File: src/rtl/block_lock_ctrl.sv
// 66b block-lock controller: acquires lock on a run of valid sync headers, drops it on too many bad
// headers per window, and pulses slip_o while searching. Optional stats via BLOCK_LOCK_CTRL_STATS_EN.
module block_lock_ctrl #(
  parameter int LOCK_CNT   = 64,
  parameter int WINDOW     = 1024,
  parameter int UNLOCK_BAD = 16,
  parameter int SLIP_WAIT  = 16
) (
  input  logic        clk_i,
  input  logic        rst_ni,
  input  logic        en_i,
  input  logic        hdr_dv_i,
  input  logic [1:0]  hdr_i,
  output logic        slip_o,
  output logic        locked_o,
  output logic [1:0]  state_o
`ifdef BLOCK_LOCK_CTRL_STATS_EN
  ,
  output logic [15:0] slip_cnt_o,
  output logic [15:0] lock_loss_cnt_o
`endif
);

  localparam int GW  = $clog2(LOCK_CNT + 1);
  localparam int WW  = $clog2(WINDOW + 1);
  localparam int BW  = $clog2(UNLOCK_BAD + 1);
  localparam int SW  = $clog2(SLIP_WAIT + 1);

  localparam logic [GW-1:0] GOOD_LAST = GW'(LOCK_CNT - 1);
  localparam logic [WW-1:0] WIN_LAST  = WW'(WINDOW - 1);
  localparam logic [BW-1:0] BAD_LAST  = BW'(UNLOCK_BAD - 1);
  localparam logic [SW-1:0] WAIT_LAST = SW'(SLIP_WAIT - 1);

  typedef enum logic [1:0] {
    ST_UNLOCKED  = 2'd0,
    ST_SLIP_WAIT = 2'd1,
    ST_LOCKED    = 2'd2
  } state_e;

  state_e        state_q, state_d;
  logic [GW-1:0] good_q, good_d;
  logic [WW-1:0] win_q, win_d;
  logic [BW-1:0] bad_q, bad_d;
  logic [SW-1:0] wait_q, wait_d;
  logic          slip_q, slip_d;
  logic          locked_q, locked_d;
  logic          loss_d;
  logic          hdr_ok;

  // Only 01 (data) and 10 (control) are legal sync headers.
  assign hdr_ok = hdr_i[1] ^ hdr_i[0];

  always_comb begin
    state_d  = state_q;
    good_d   = good_q;
    win_d    = win_q;
    bad_d    = bad_q;
    wait_d   = wait_q;
    slip_d   = 1'b0;
    locked_d = locked_q;
    loss_d   = 1'b0;
    if (!en_i) begin
      state_d  = ST_UNLOCKED;
      good_d   = '0;
      win_d    = '0;
      bad_d    = '0;
      wait_d   = '0;
      locked_d = 1'b0;
    end else begin
      case (state_q)
        ST_UNLOCKED: begin
          if (hdr_dv_i) begin
            if (!hdr_ok) begin
              good_d  = '0;
              slip_d  = 1'b1;
              state_d = ST_SLIP_WAIT;
            end else if (good_q == GOOD_LAST) begin
              good_d   = '0;
              locked_d = 1'b1;
              state_d  = ST_LOCKED;
            end else begin
              good_d = good_q + 1'b1;
            end
          end
        end
        ST_SLIP_WAIT: begin
          if (wait_q == WAIT_LAST) begin
            wait_d  = '0;
            state_d = ST_UNLOCKED;
          end else begin
            wait_d = wait_q + 1'b1;
          end
        end
        ST_LOCKED: begin
          if (hdr_dv_i) begin
            // Unlock is checked first so it wins when the last bad header closes the window.
            if (!hdr_ok && (bad_q == BAD_LAST)) begin
              win_d    = '0;
              bad_d    = '0;
              slip_d   = 1'b1;
              locked_d = 1'b0;
              loss_d   = 1'b1;
              state_d  = ST_SLIP_WAIT;
            end else if (win_q == WIN_LAST) begin
              win_d = '0;
              bad_d = '0;
            end else begin
              win_d = win_q + 1'b1;
              bad_d = bad_q + BW'(!hdr_ok);
            end
          end
        end
        default: begin
          state_d  = ST_UNLOCKED;
          locked_d = 1'b0;
        end
      endcase
    end
  end

  always_ff @(posedge clk_i or negedge rst_ni) begin
    if (!rst_ni) begin
      state_q  <= ST_UNLOCKED;
      good_q   <= '0;
      win_q    <= '0;
      bad_q    <= '0;
      wait_q   <= '0;
      slip_q   <= 1'b0;
      locked_q <= 1'b0;
    end else begin
      state_q  <= state_d;
      good_q   <= good_d;
      win_q    <= win_d;
      bad_q    <= bad_d;
      wait_q   <= wait_d;
      slip_q   <= slip_d;
      locked_q <= locked_d;
    end
  end

  assign slip_o   = slip_q;
  assign locked_o = locked_q;
  assign state_o  = state_q;

`ifdef BLOCK_LOCK_CTRL_STATS_EN
  logic [15:0] slip_cnt_q, slip_cnt_d;
  logic [15:0] loss_cnt_q, loss_cnt_d;

  // Counted alongside the pulse itself so the count and slip_o update together.
  always_comb begin
    slip_cnt_d = slip_cnt_q;
    loss_cnt_d = loss_cnt_q;
    if (slip_d && (slip_cnt_q != 16'hFFFF)) slip_cnt_d = slip_cnt_q + 16'd1;
    if (loss_d && (loss_cnt_q != 16'hFFFF)) loss_cnt_d = loss_cnt_q + 16'd1;
  end

  always_ff @(posedge clk_i or negedge rst_ni) begin
    if (!rst_ni) begin
      slip_cnt_q <= '0;
      loss_cnt_q <= '0;
    end else begin
      slip_cnt_q <= slip_cnt_d;
      loss_cnt_q <= loss_cnt_d;
    end
  end

  assign slip_cnt_o      = slip_cnt_q;
  assign lock_loss_cnt_o = loss_cnt_q;
`endif

endmodule
File: config.mk
export PLATFORM = sky130hd
export DESIGN_NAME = block_lock_ctrl
export DESIGN_NICKNAME = d
export VERILOG_FILES = /design/src/rtl/block_lock_ctrl.sv
export SDC_FILE = /design/constraint.sdc
export NUM_CORES = 1
export LEC_CHECK = 0
export ABC_AREA = 1
export CORE_ASPECT_RATIO = 1.75
export CORE_MARGIN = 4
export CORE_UTILIZATION = 60
export CTS_BUF_LIST = sky130_fd_sc_hd__clkbuf_4 sky130_fd_sc_hd__clkbuf_8
export DETAILED_ROUTE_END_ITERATION = 10
export PLACE_DENSITY = 0.83
export SLEW_MARGIN = 40
export SYNTH_ARGS = -nofsm -noshare
export SYNTH_HDL_FRONTEND = slang
export SYNTH_SLANG_ARGS = --single-unit
export TNS_END_PERCENT = 100
File: constraint.sdc
create_clock -name clk_i -period 2.1 [get_ports clk_i]
set_clock_uncertainty 0.05 [all_clocks]
set_input_delay 0.525 -clock clk_i [delete_from_list [all_inputs] [get_ports clk_i]]
set_output_delay 0.525 -clock clk_i [all_outputs]
set_load 0.05 [all_outputs]
[Yosys cells after proc, flatten, opt, wreduce, memory -nomap -nowiden]
Index checks and enable logic that the tools add are counted.
Storage, ports and cells
  register bits after elaboration: 32
  bits of input ports: 6
  output and inout port bits: 4
  logic and storage cells: 76
Cells by class
  $add $sub $neg: 4
  equality and inequality tests: 18
  multiplexer cells: 39
  bitwise logic cells: 1
  reductions and logical operators: 7
Operator list (count)
  $mux 11: 5
  $mux 5: 8
  $mux 7: 5
  $ne 3x3->1 const B: 6
  $mux 2: 7
  $add 11x1->11 const B: 1
  $eq 11x10->1 const B: 1
  $mux 1: 11
  $eq 5x4->1 const B: 2
  $ne 2x1->1 const B: 4
  $add 7x1->7 const B: 1
  $eq 7x6->1 const B: 1
  $pmux 2 s3: 1
  $reduce_and 6->1: 1
  $add 5x1->5: 1
  $add 5x1->5 const B: 1
  $reduce_and 5->1: 1
  $ne 4x4->1 const B: 1
  $reduce_and 2->1: 2
  $pmux 1 s3: 1
  $eq 2x1->1 const B: 1
  $eq 2x2->1 const B: 1
  $logic_not 2->1: 1
  $ne 2x2->1 const B: 1
  other kinds (4): 4

[Logic depth before layout (Yosys ltp)]
Gate-level depths: netlist (run 1).
  word-level depth: 8
  depth in mapped cells: 9
  gate-level depth less buffers: 9

[Worst setup path after synthesis (run 1)]
Ideal clock, no wire load.
  path type: flip-flop to flip-flop
  start point: register state_q[1] (netlist: state_o[1])
  end point: register state_q[0] (netlist: state_o[0])
  setup time: 0.065 ns
  arrival: 1.437 ns
  required time: 1.985 ns
  setup slack: 0.548 ns
  stages on the path, launching flop included: 9
  path buffers: 0
  clock period less this slack: 1.552 ns
  cells stage by stage: dfrtp_1 > inv_1 > nand2_4 > nor2_4 > nand2_4 > nand2_1 > nor2_1 > nand3b_1 > nand2_1
On the way
  word-level cells in the longest chain between the ends: 3
  elaborated cells between the ends (all ways): 11
  those cells by class: 7 x eq/ne; 2 x mux; 2 x reduce/logical
RTL lines
  start, declared: line 40  | state_e state_q, state_d;
  start signal, assigned: line 131  | state_q <= state_d;
  $eq 2x1->1, or another cell as far along: line 70  | case (state_q)
  $ne 3x3->1 (no source line), or another cell as far along
  $reduce_and 5->1 (no source line) or $mux 2 (tied branches)
Parallel ways exist; a longest one is shown, timed or not.
A chain may end at the register's enable or synchronous reset.

[Worst setup path after layout (run 1)]
  start point: register locked_q (netlist: locked_o)
  end point: output locked_o
RTL lines
  start, declared: line 46  | logic locked_q, locked_d;
  start signal, assigned: line 137  | locked_q <= locked_d;
  end, declared: line 15  | output logic locked_o,
No word-level cell between the ends.

==> results of run 1 <==
[state kept, by name, indices dropped and copies added, names as in the netlist]
| register | flops |
|---|---|
| bad_q | 5 |
| state_o | 2 |
| win_q | 11 |
| locked_o | 1 |
| good_q | 7 |
| slip_o | 1 |
| wait_q | 5 |
[cell usage in the layout, fill, tap and decap left out, types with 2 or more instances in the layout]
cell              n
nand2_1          57
dfrtp_1          32
nor2_1           31
inv_1            26
nand3_1          25
o21ai_0           8
xor2_1            8
clkdlybuf4s50_1   7
clkbuf_8          6
nand4_1           5
a21oi_1           5
ha_1              5
buf_4             5
inv_2             4
nand2_2           4
nand2_4           4
nor2_2            4
nor3_1            3
o21bai_1          2
nor2_4            2
nand3_2           2
nor3_2            2
clkinv_2          2
[final cells by class]
class                           count  area [µm²]  share of cell area (%)
Sequential cell                    32         801                    38.1
Clock buffer                        6        82.6                    3.93
Multi-Input combinational cell    172         913                    43.4
Inverter                           31         116                    5.53
Clock inverter                      2        10.0                   0.476
Timing Repair Buffer               13         128                    6.07
Tap cell                           42        52.6                    2.50
[stage by stage]
| step | std cells | hold slack (ns) | area (µm²) | setup WS [ns] |
|---|---|---|---|---|
| 5_1_grt | 298 | 0.477 | 2100 | 0.0318 |
| 6_report | 298 | 0.431 | 2100 | 0.0858 |
| 2_1_floorplan | 237 | 0.179 | 1860 | 0.548 |
| 3_3_place_gp | 290 | 0.409 | 2010 | 0.0784 |
| 3_5_place_dp | 290 | 0.413 | 2010 | 0.00375 |
| 4_1_cts | 298 | 0.434 | 2100 | 0.0765 |
[logic make-up after synthesis]
logic type               share of synthesized area, %
buffers and inverters                            7.93
AND/OR/NAND/NOR                                  36.8
flip-flops                                       43.0
adder cells (fa/ha/maj)                          3.36
AO/OA/AOI/OAI                                    4.64
XOR/XNOR                                         4.23
[report_power, final]
part           internal [µW]  switching (µW)  total (µW)
clock                    261             238         500
sequential               674            68.4         743
combinational            154             308         462
[per-layer routing]
metal | vias to the layer above | wire, µm
met2 | 18 | 1970
li1 | 787 | -
met1 | 722 | 1440
met4 | 0 | 105
met3 | 11 | 83
met5 | - | 0
[worst min-delay path by stage]
stage / depth (start not counted) / slack, ns / end
floorplan: 0 / 0.18 / bad_q[0]$_DFFE_PN0P_
global placement: 2 / 0.41 / locked_o$_DFFE_PN0P_
detailed placement: 2 / 0.41 / locked_o$_DFFE_PN0P_
CTS: 2 / 0.43 / locked_o$_DFFE_PN0P_
global route: 2 / 0.48 / locked_o$_DFFE_PN0P_
finish: 2 / 0.43 / locked_o$_DFFE_PN0P_
==> results.md, run 1 <==
- Outcome: finished, final reports clean
- Port Buffers: 9
- Most frequent cell after synthesis: nand2_1
- Io pins: 10
- Worst relative slew slack: 67.0%
- Leakage: 0.00106 µW
- Die X: 50.1 µm
- Worst Path Required: 1.52 ns
- R2R depth: 7
- Max Cap Viol: 0
- Met2 Usage GRT: 39.7%
- Initial core utilization: 62.9%
- Sequential area share after synthesis: 43.0%
- Period utilization: 95.9%
- Hold Crit Class: flip-flop to flip-flop
- Top post-synthesis cells by area: dfrtp_1 43%, nand2_1 11%, nand3_1 6.7%, nor2_1 6.3%, inv_1 5.2%
- Crit path kind: flip-flop to primary output
- Clock sink count: 32
- Cells after synthesis: 237
- Core box area: 2960 µm²
- Routed wire length: 3590 µm
- Setup crit start: locked_o$_DFFE_PN0P_
- Die footprint: 4090 µm²
- Hold_sp: locked_o$_DFFE_PN0P_
- Final setup viols: 0
- Worst-Margin Slew: 0.493 ns
- Initial DRT Pass Iterations: 4
- Post-synth EDFFs: 0
- Share of layout cells above drive strength 1: 14.5%
- Ys Warns: 0
- Fillers: 261
- Worst reg2reg startpoint: good_q[0]$_DFFE_PN0P_
- RSZ-0062 raised after global routing: false
- Tot Pwr: 1700 µW
- Critical Path Fanout Max: 2
- Final hold violations: 0
- Number of global-route vias before repair: 1610
- Crit path capture: locked_o
- DR DRC count: 0
- Slowest-stage cell, CP: clkdlybuf4s50_1
- Worst stage delay on the critical path: 0.80 ns
- DR vias/cell: 5.16
- Maximum number of pins on one net before global-route repair: 33
- Final Util: 71.0%
- Global-route wire length before repair: 6640 µm
- CTS tree: done
- Reg2reg end: state_o[0]$_DFFE_PN0P_
- Inserted Diodes: 0
- Die Height: 81.7 µm
- Grt met1 use: 21.7%
- Post-Syn Area: 1860 µm²
- Cts hold-fix bufs: 0
- Peak supply drop: 0.590 mV
- Post-synth cell types: 27
- Worst reg2reg setup slack: 0.60 ns
- Maximum clock rate: 496 MHz
- Ys flop type: dfrtp_1
- Routed Antenna Nets: 0
- Clock Pin Slew Worst Setup and Hold Paths: 0.07 ns
- CP Buf/Inv Count: 1
- CP delay by family, top: buffers and inverters
- Post-CTS setup buffer count: 0
- Antenna violations before repair: 0
- Routed via count: 1538
- Top-area cell type share of the netlist area: 43.0%
- Post-layout nets: 266
- Async set-reset flop share out of synthesis: 100%
- Inserted Clock Buffers: 5
- Tot GR Track Use: 21.1%
- Met3 Track Usage GR: 3.63%
- Busiest grt layer: met2
- Clock buffer depth: 2
- Synth cell count leaders: 57 x nand2_1, 32 x dfrtp_1, 31 x nor2_1, 26 x inv_1, 25 x nand3_1
- Hpwl dp: 2630 µm
- Crit path depth: 1
- Cells along the critical path: clkdlybuf4s50_1
- Yosys top cell by area: dfrtp_1
- Crit path DAT: 1.44 ns
- Yosys reg bits: 32
- Crit path time final: 2.01 ns
- Final Max Tran Viols: 0
- Critical Path Source Type: flip-flop
- Routed len/inst: 12.1 µm
- Placer Congestion: 0.876
- Num rows: 26
- Setup TNS: 0 ns
- Clock Latency Late Sink: 0.29 ns
- Detailed router's first-iteration violation count: 30
- Critical Path End Type: primary output
- Post-CTS sizing: 0
- Layout area overhead: 13.0%
- Root buffer cell: clkbuf_8
- Mean post-synth cell area: 7.86 µm²
- Pwr dens: 810 nW/µm²
- Grt total ovfl: 0
- H-tree levels: 2
- Syn nets: 248
Power figures use the tool's default switching activity.
==> inputs of run 2 (changes only) <==
--- a/config.mk
+++ b/config.mk
@@ -12,6 +12,7 @@
 export CTS_BUF_LIST = sky130_fd_sc_hd__clkbuf_4 sky130_fd_sc_hd__clkbuf_8
 export DETAILED_ROUTE_END_ITERATION = 10
 export PLACE_DENSITY = 0.83
+export REMOVE_ABC_BUFFERS = 1
 export SLEW_MARGIN = 40
 export SYNTH_ARGS = -nofsm -noshare
 export SYNTH_HDL_FRONTEND = slang
==> run 2 against run 1 <==
Net effect: final cell count is the same; combinational power about the same; global-route usage is 0.71 points higher; critical endpoint unchanged.
==> results.md, run 2 (synthesis results as in run 1) <==
- DR DRC count: 0
- DR vias/cell: 5.25
- Initial DRT Pass Iterations: 4
- Crit path time final: 2.03 ns
- Clock power frac: 29.6%
- Setup crit start: locked_o$_DFFE_PN0P_
- R2R depth: 8
- Hold path depth: 2
- Leakage: 0.00106 µW
- Worst reg2reg startpoint: good_q[1]$_DFFE_PN0P_
- Worst-Margin Slew: 0.491 ns
- Period utilization: 96.7%
- Final Util: 71.0%
- Inserted Diodes: 0
- Initial core utilization: 62.9%
- CP Buf/Inv Count: 1
- Largest reg by FF count: win_q
- Clock Latency Late Sink: 0.29 ns
- Clock buffer depth: 2
- Tot GR Track Use: 21.8%
- H-tree levels: 2
- Max Cap Viol: 0
- Share of layout cells above drive strength 1: 14.5%
- Crit path capture: locked_o
- Routed wire length: 3770 µm
- Maximum number of pins on one net before global-route repair: 33
- Pwr dens: 817 nW/µm²
- Placed Instances: 291
- Clock sink count: 32
- Peak supply drop: 0.733 mV
- Worst reg2reg setup slack: 0.57 ns
- Reg power frac: 43.5%
- Die Height: 81.7 µm
- Crit path kind: flip-flop to primary output
- Worst relative slew slack: 67.2%
- Core box area: 2960 µm²
- Cells along the critical path: clkdlybuf4s50_1
- Post-route insts no fill: 298
- Post-layout nets: 267
- Inserted Clock Buffers: 5
- CTS tree: done
- Reg2reg end: locked_o$_DFFE_PN0P_
- Antenna violations before repair: 0
- Hold Crit Class: flip-flop to flip-flop
- Final Max Tran Viols: 0
- Final setup viols: 0
- Die footprint: 4090 µm²
- Grt total ovfl: 0
- Post-CTS setup buffer count: 0
- Post-CTS sizing: 0
- Int Pwr: 1120 µW
- Final hold violations: 0
- Critical Path Source Type: flip-flop
- Cts hold-fix bufs: 0
- Hpwl dp: 2720 µm
- CP delay by family, top: buffers and inverters
- Crit path DAT: 1.46 ns
- Routed Antenna Nets: 0
- Combinational power share: 26.9%
- Detailed router's first-iteration violation count: 42
- Routed len/inst: 12.6 µm
- Routed via count: 1564
- Number of global-route vias before repair: 1599
- Layout area overhead: 12.9%
- Most common cell after layout, fill and taps aside: nand2_1
- Clock Pin Slew Worst Setup and Hold Paths: 0.06 ns
- Fillers: 253
- Io pins: 10
- Sw Pwr: 599 µW
- Worst Path Required: 1.52 ns
- Commonest cells after routing, fill and taps aside: 57 x nand2_1, 32 x dfrtp_1, 31 x nor2_1, 26 x inv_1, 25 x nand3_1
- Crit path depth: 1
- Max reg flops: 11
- Root buffer cell: clkbuf_8
- Num rows: 26
- Placer Congestion: 0.780
- Die X: 50.1 µm
- Critical Path Fanout Max: 2
- Outcome: finished, final reports clean
- Port Buffers: 9
- Largest regs: win_q: 11 flops, good_q: 7 flops
- Maximum clock rate: 492 MHz
- Global-route wire length before repair: 6620 µm
- Slowest-stage cell, CP: clkdlybuf4s50_1
- Critical Path End Type: primary output
- Worst stage delay on the critical path: 0.81 ns
- RSZ-0062 raised after global routing: false
- Setup TNS: 0 ns
- Sw frac: 34.9%
==> run 2: cell types whose count changed in the layout (fill, tap and decap cells not counted), sizes merged <==
cell	delta
buf	+1
clkbuf	+1
clkinv	-2
==> run 2: metrics by stage <==
step                      hold slack, ns  power [µW]  instance area [µm²]  setup slack (ns)
after CTS                          0.452        1730                 2100            0.0600
after global placement             0.424        1200                 2010            0.0748
after detailed placement           0.437        1210                 2010           0.00661
final                              0.451        1720                 2100            0.0693
after global routing               0.478        1820                 2100            0.0214
after floorplan                    0.179        1070                 1830             0.536
==> run 2: worst min-delay path by stage <==
stage | start | to
final | win_q[10]$_DFFE_PN0P_ | win_q[10]$_DFFE_PN0P_
after global routing | good_q[6]$_DFFE_PN0P_ | good_q[6]$_DFFE_PN0P_
after CTS | good_q[6]$_DFFE_PN0P_ | good_q[6]$_DFFE_PN0P_
after detailed placement | locked_o$_DFFE_PN0P_ | locked_o$_DFFE_PN0P_
after global placement | locked_o$_DFFE_PN0P_ | locked_o$_DFFE_PN0P_
after floorplan | rst_ni | bad_q[0]$_DFFE_PN0P_
==> run 2: metal layers <==
metal / part of all wire [%] / global-route usage [%] / routed length, µm / up-vias
li1: - / - / - / 785
met5: 0 / 0 / 0 / -
met1: 39 / 21.6 / 1460 / 751
met4: 2.9 / 14.1 / 111 / 0
met2: 56 / 39.9 / 2100 / 19
met3: 2.4 / 4.90 / 89 / 9
==> run 2: power groups by stage <==
stage               clock network [µW]  logic (µW)  registers (µW)
floorplan                            0         260             809
global placement                     0         450             754
detailed placement                   0         457             757
CTS                                520         464             746
global route                       548         516             755
finish                             509         462             747
==> run 2: final cells by class <==
cell class | count | area [µm²] | share of cell area, %
repair buffers | 14 | 123 | 5.83
well taps | 42 | 52.6 | 2.50
multi-input cells | 172 | 913 | 43.5
flip-flops and latches | 32 | 801 | 38.1
inverters | 31 | 116 | 5.54
clock buffers | 7 | 96.3 | 4.58
==> inputs of run 3 (changes only) <==
--- a/config.mk
+++ b/config.mk
@@ -6,13 +6,16 @@
 export NUM_CORES = 1
 export LEC_CHECK = 0
 export ABC_AREA = 1
+export CELL_PAD_IN_SITES_DETAIL_PLACEMENT = 0
+export CELL_PAD_IN_SITES_GLOBAL_PLACEMENT = 2
 export CORE_ASPECT_RATIO = 1.75
 export CORE_MARGIN = 4
-export CORE_UTILIZATION = 60
+export CORE_UTILIZATION = 40
 export CTS_BUF_LIST = sky130_fd_sc_hd__clkbuf_4 sky130_fd_sc_hd__clkbuf_8
 export DETAILED_ROUTE_END_ITERATION = 10
-export PLACE_DENSITY = 0.83
+export PLACE_DENSITY = 0.9
 export REMOVE_ABC_BUFFERS = 1
+export SKIP_LAST_GASP = 1
 export SLEW_MARGIN = 40
 export SYNTH_ARGS = -nofsm -noshare
 export SYNTH_HDL_FRONTEND = slang
==> run 3 against run 2 <==
Net effect: utilization decreased by 23 points; final cell count increased by 4.0%; count of clock-buffer cells in the layout decreased by 1; combinational power about the same; global-route usage decreased by 6.8 points; clock power decreased by 8.6%; worst hold slack got worse by 0.015 ns; flip-flop and latch count unchanged; routed wire length decreased by 1.8%; via count decreased by 3.9%.
==> results.md, run 3 (synthesis results as in run 1) <==
- Inserted Clock Buffers: 5
- Crit path DAT: 1.44 ns
- Peak supply drop: 0.543 mV
- Tot GR Track Use: 15.0%
- Max reg flops: 11
- Cells along the critical path: clkdlybuf4s50_1
- Routed via count: 1503
- Worst hold margin: 0.436 ns
- CTS tree: done
- Outcome: finished, final reports clean
- Routed Antenna Nets: 0
- H-tree levels: 2
- Critical Path Fanout Max: 2
- Final hold violations: 0
- Die footprint: 5850 µm²
- Setup ws final: 0.0873 ns
- Final setup viols: 0
- Root buffer cell: clkbuf_8
- Die Height: 98.3 µm
- Critical Path Source Type: flip-flop
- Worst stage delay on the critical path: 0.81 ns
- Worst Path Required: 1.52 ns
- Clock Latency Late Sink: 0.28 ns
- Post-Layout Inst Area: 2120 µm²
- RSZ-0062 raised after global routing: false
- Crit path time final: 2.01 ns
- DR DRC count: 0
- Cts hold-fix bufs: 0
- Clock Pin Slew Worst Setup and Hold Paths: 0.07 ns
- Routed len/inst: 11.9 µm
- Clock sink count: 32
- Clock buffer depth: 2
- Pre-CTS setup slack: 0.00748 ns
- Grt total ovfl: 0
- Critical Path End Type: primary output
- Initial DRT Pass Iterations: 4
- Post-CTS sizing: 0
- Period utilization: 95.8%
- Post-CTS setup buffer count: 0
- Antenna violations before repair: 0
- Commonest cells after routing, fill and taps aside: 57 x nand2_1, 32 x dfrtp_1, 31 x nor2_1, 26 x inv_1, 25 x nand3_1
- Post-route insts no fill: 310
- Layout area overhead: 13.9%
- Initial core utilization: 41.9%
- Placed Instance Area: 2040 µm²
- Routed wire length: 3700 µm
- Most common cell after layout, fill and taps aside: nand2_1
- Worst relative slew slack: 66.7%
- Max Cap Viol: 0
- Inserted Diodes: 0
- Largest regs: win_q: 11 flops, good_q: 7 flops
- Number of global-route vias before repair: 1566
- Final Max Tran Viols: 0
- Hpwl dp: 2830 µm
- Leakage: 0.00106 µW
- DR vias/cell: 4.85
- Placed Instances: 303
- Pwr dens: 787 nW/µm²
- Die X: 59.6 µm
- Post-layout nets: 270
- Io pins: 10
- Share of layout cells above drive strength 1: 15.4%
- CP Buf/Inv Count: 1
- Setup TNS: 0 ns
- Largest reg by FF count: win_q
- Core box area: 4440 µm²
- Num rows: 32
- Placer Congestion: 0.775
- Maximum number of pins on one net before global-route repair: 33
- Crit path kind: flip-flop to primary output
- Slowest-stage cell, CP: clkdlybuf4s50_1
- Port Buffers: 9
- Worst-Margin Slew: 0.498 ns
- Maximum clock rate: 497 MHz
- CP delay by family, top: buffers and inverters
- Global-route wire length before repair: 6820 µm
- Detailed router's first-iteration violation count: 56
- Hold Crit Class: flip-flop to flip-flop
==> run 3: layout make-up <==
| class | count | area (µm²) |
|---|---|---|
| clock inverters | 1 | 5.00 |
| fillers | 457 | 2320 |
| inverters | 31 | 116 |
| flip-flops and latches | 32 | 801 |
| multi-input cells | 172 | 913 |
| repair buffers | 17 | 145 |
| well taps | 51 | 63.8 |
| clock buffers | 6 | 76.3 |
==> run 3: report_power, final <==
part           switching (µW)  internal, µW  total [µW]
Sequential               69.7           675         744
Combinational             303           157         461
Clock                     226           238         465
==> run 3: final timing paths <==
check	from	to	slack, ns	cells after the start
min in group asynchronous	rst_ni	bad_q[3]$_DFFE_PN0P_	0.59	2
setup / recovery	locked_o$_DFFE_PN0P_	locked_o	0.09	1
hold / removal	locked_o$_DFFE_PN0P_	locked_o$_DFFE_PN0P_	0.44	2
max in group asynchronous	rst_ni	wait_q[4]$_DFFE_PN0P_	1.10	2
hold reg to reg	locked_o$_DFFE_PN0P_	locked_o$_DFFE_PN0P_	0.44	2
setup reg to reg	good_q[0]$_DFFE_PN0P_	locked_o$_DFFE_PN0P_	0.59	8
==> run 3: tightest hold or removal path, cell delays in order, from the launching register on <==
cell,delay [ns]
dfrtp_1,0.35
nand2_1,0.05
nand2_1,0.05
==> run 3: per-stage QoR <==
step / util [%] / total power (µW)
final: 47.7 / 1670
after floorplan: - / 1070
after CTS: 47.7 / 1690
after global placement: 45.9 / 1220
after detailed placement: 45.9 / 1230
after global routing: 47.7 / 1780
==> run 3: per-layer routing <==
metal | wire (µm) | global-route usage, % | up-vias | share of wire (%)
met5 | 0 | 0 | - | 0
met4 | 102 | 7.85 | 0 | 2.8
met3 | 90 | 3.04 | 8 | 2.4
met2 | 1950 | 25.2 | 22 | 53
met1 | 1560 | 17.3 | 680 | 42
li1 | - | - | 793 | -
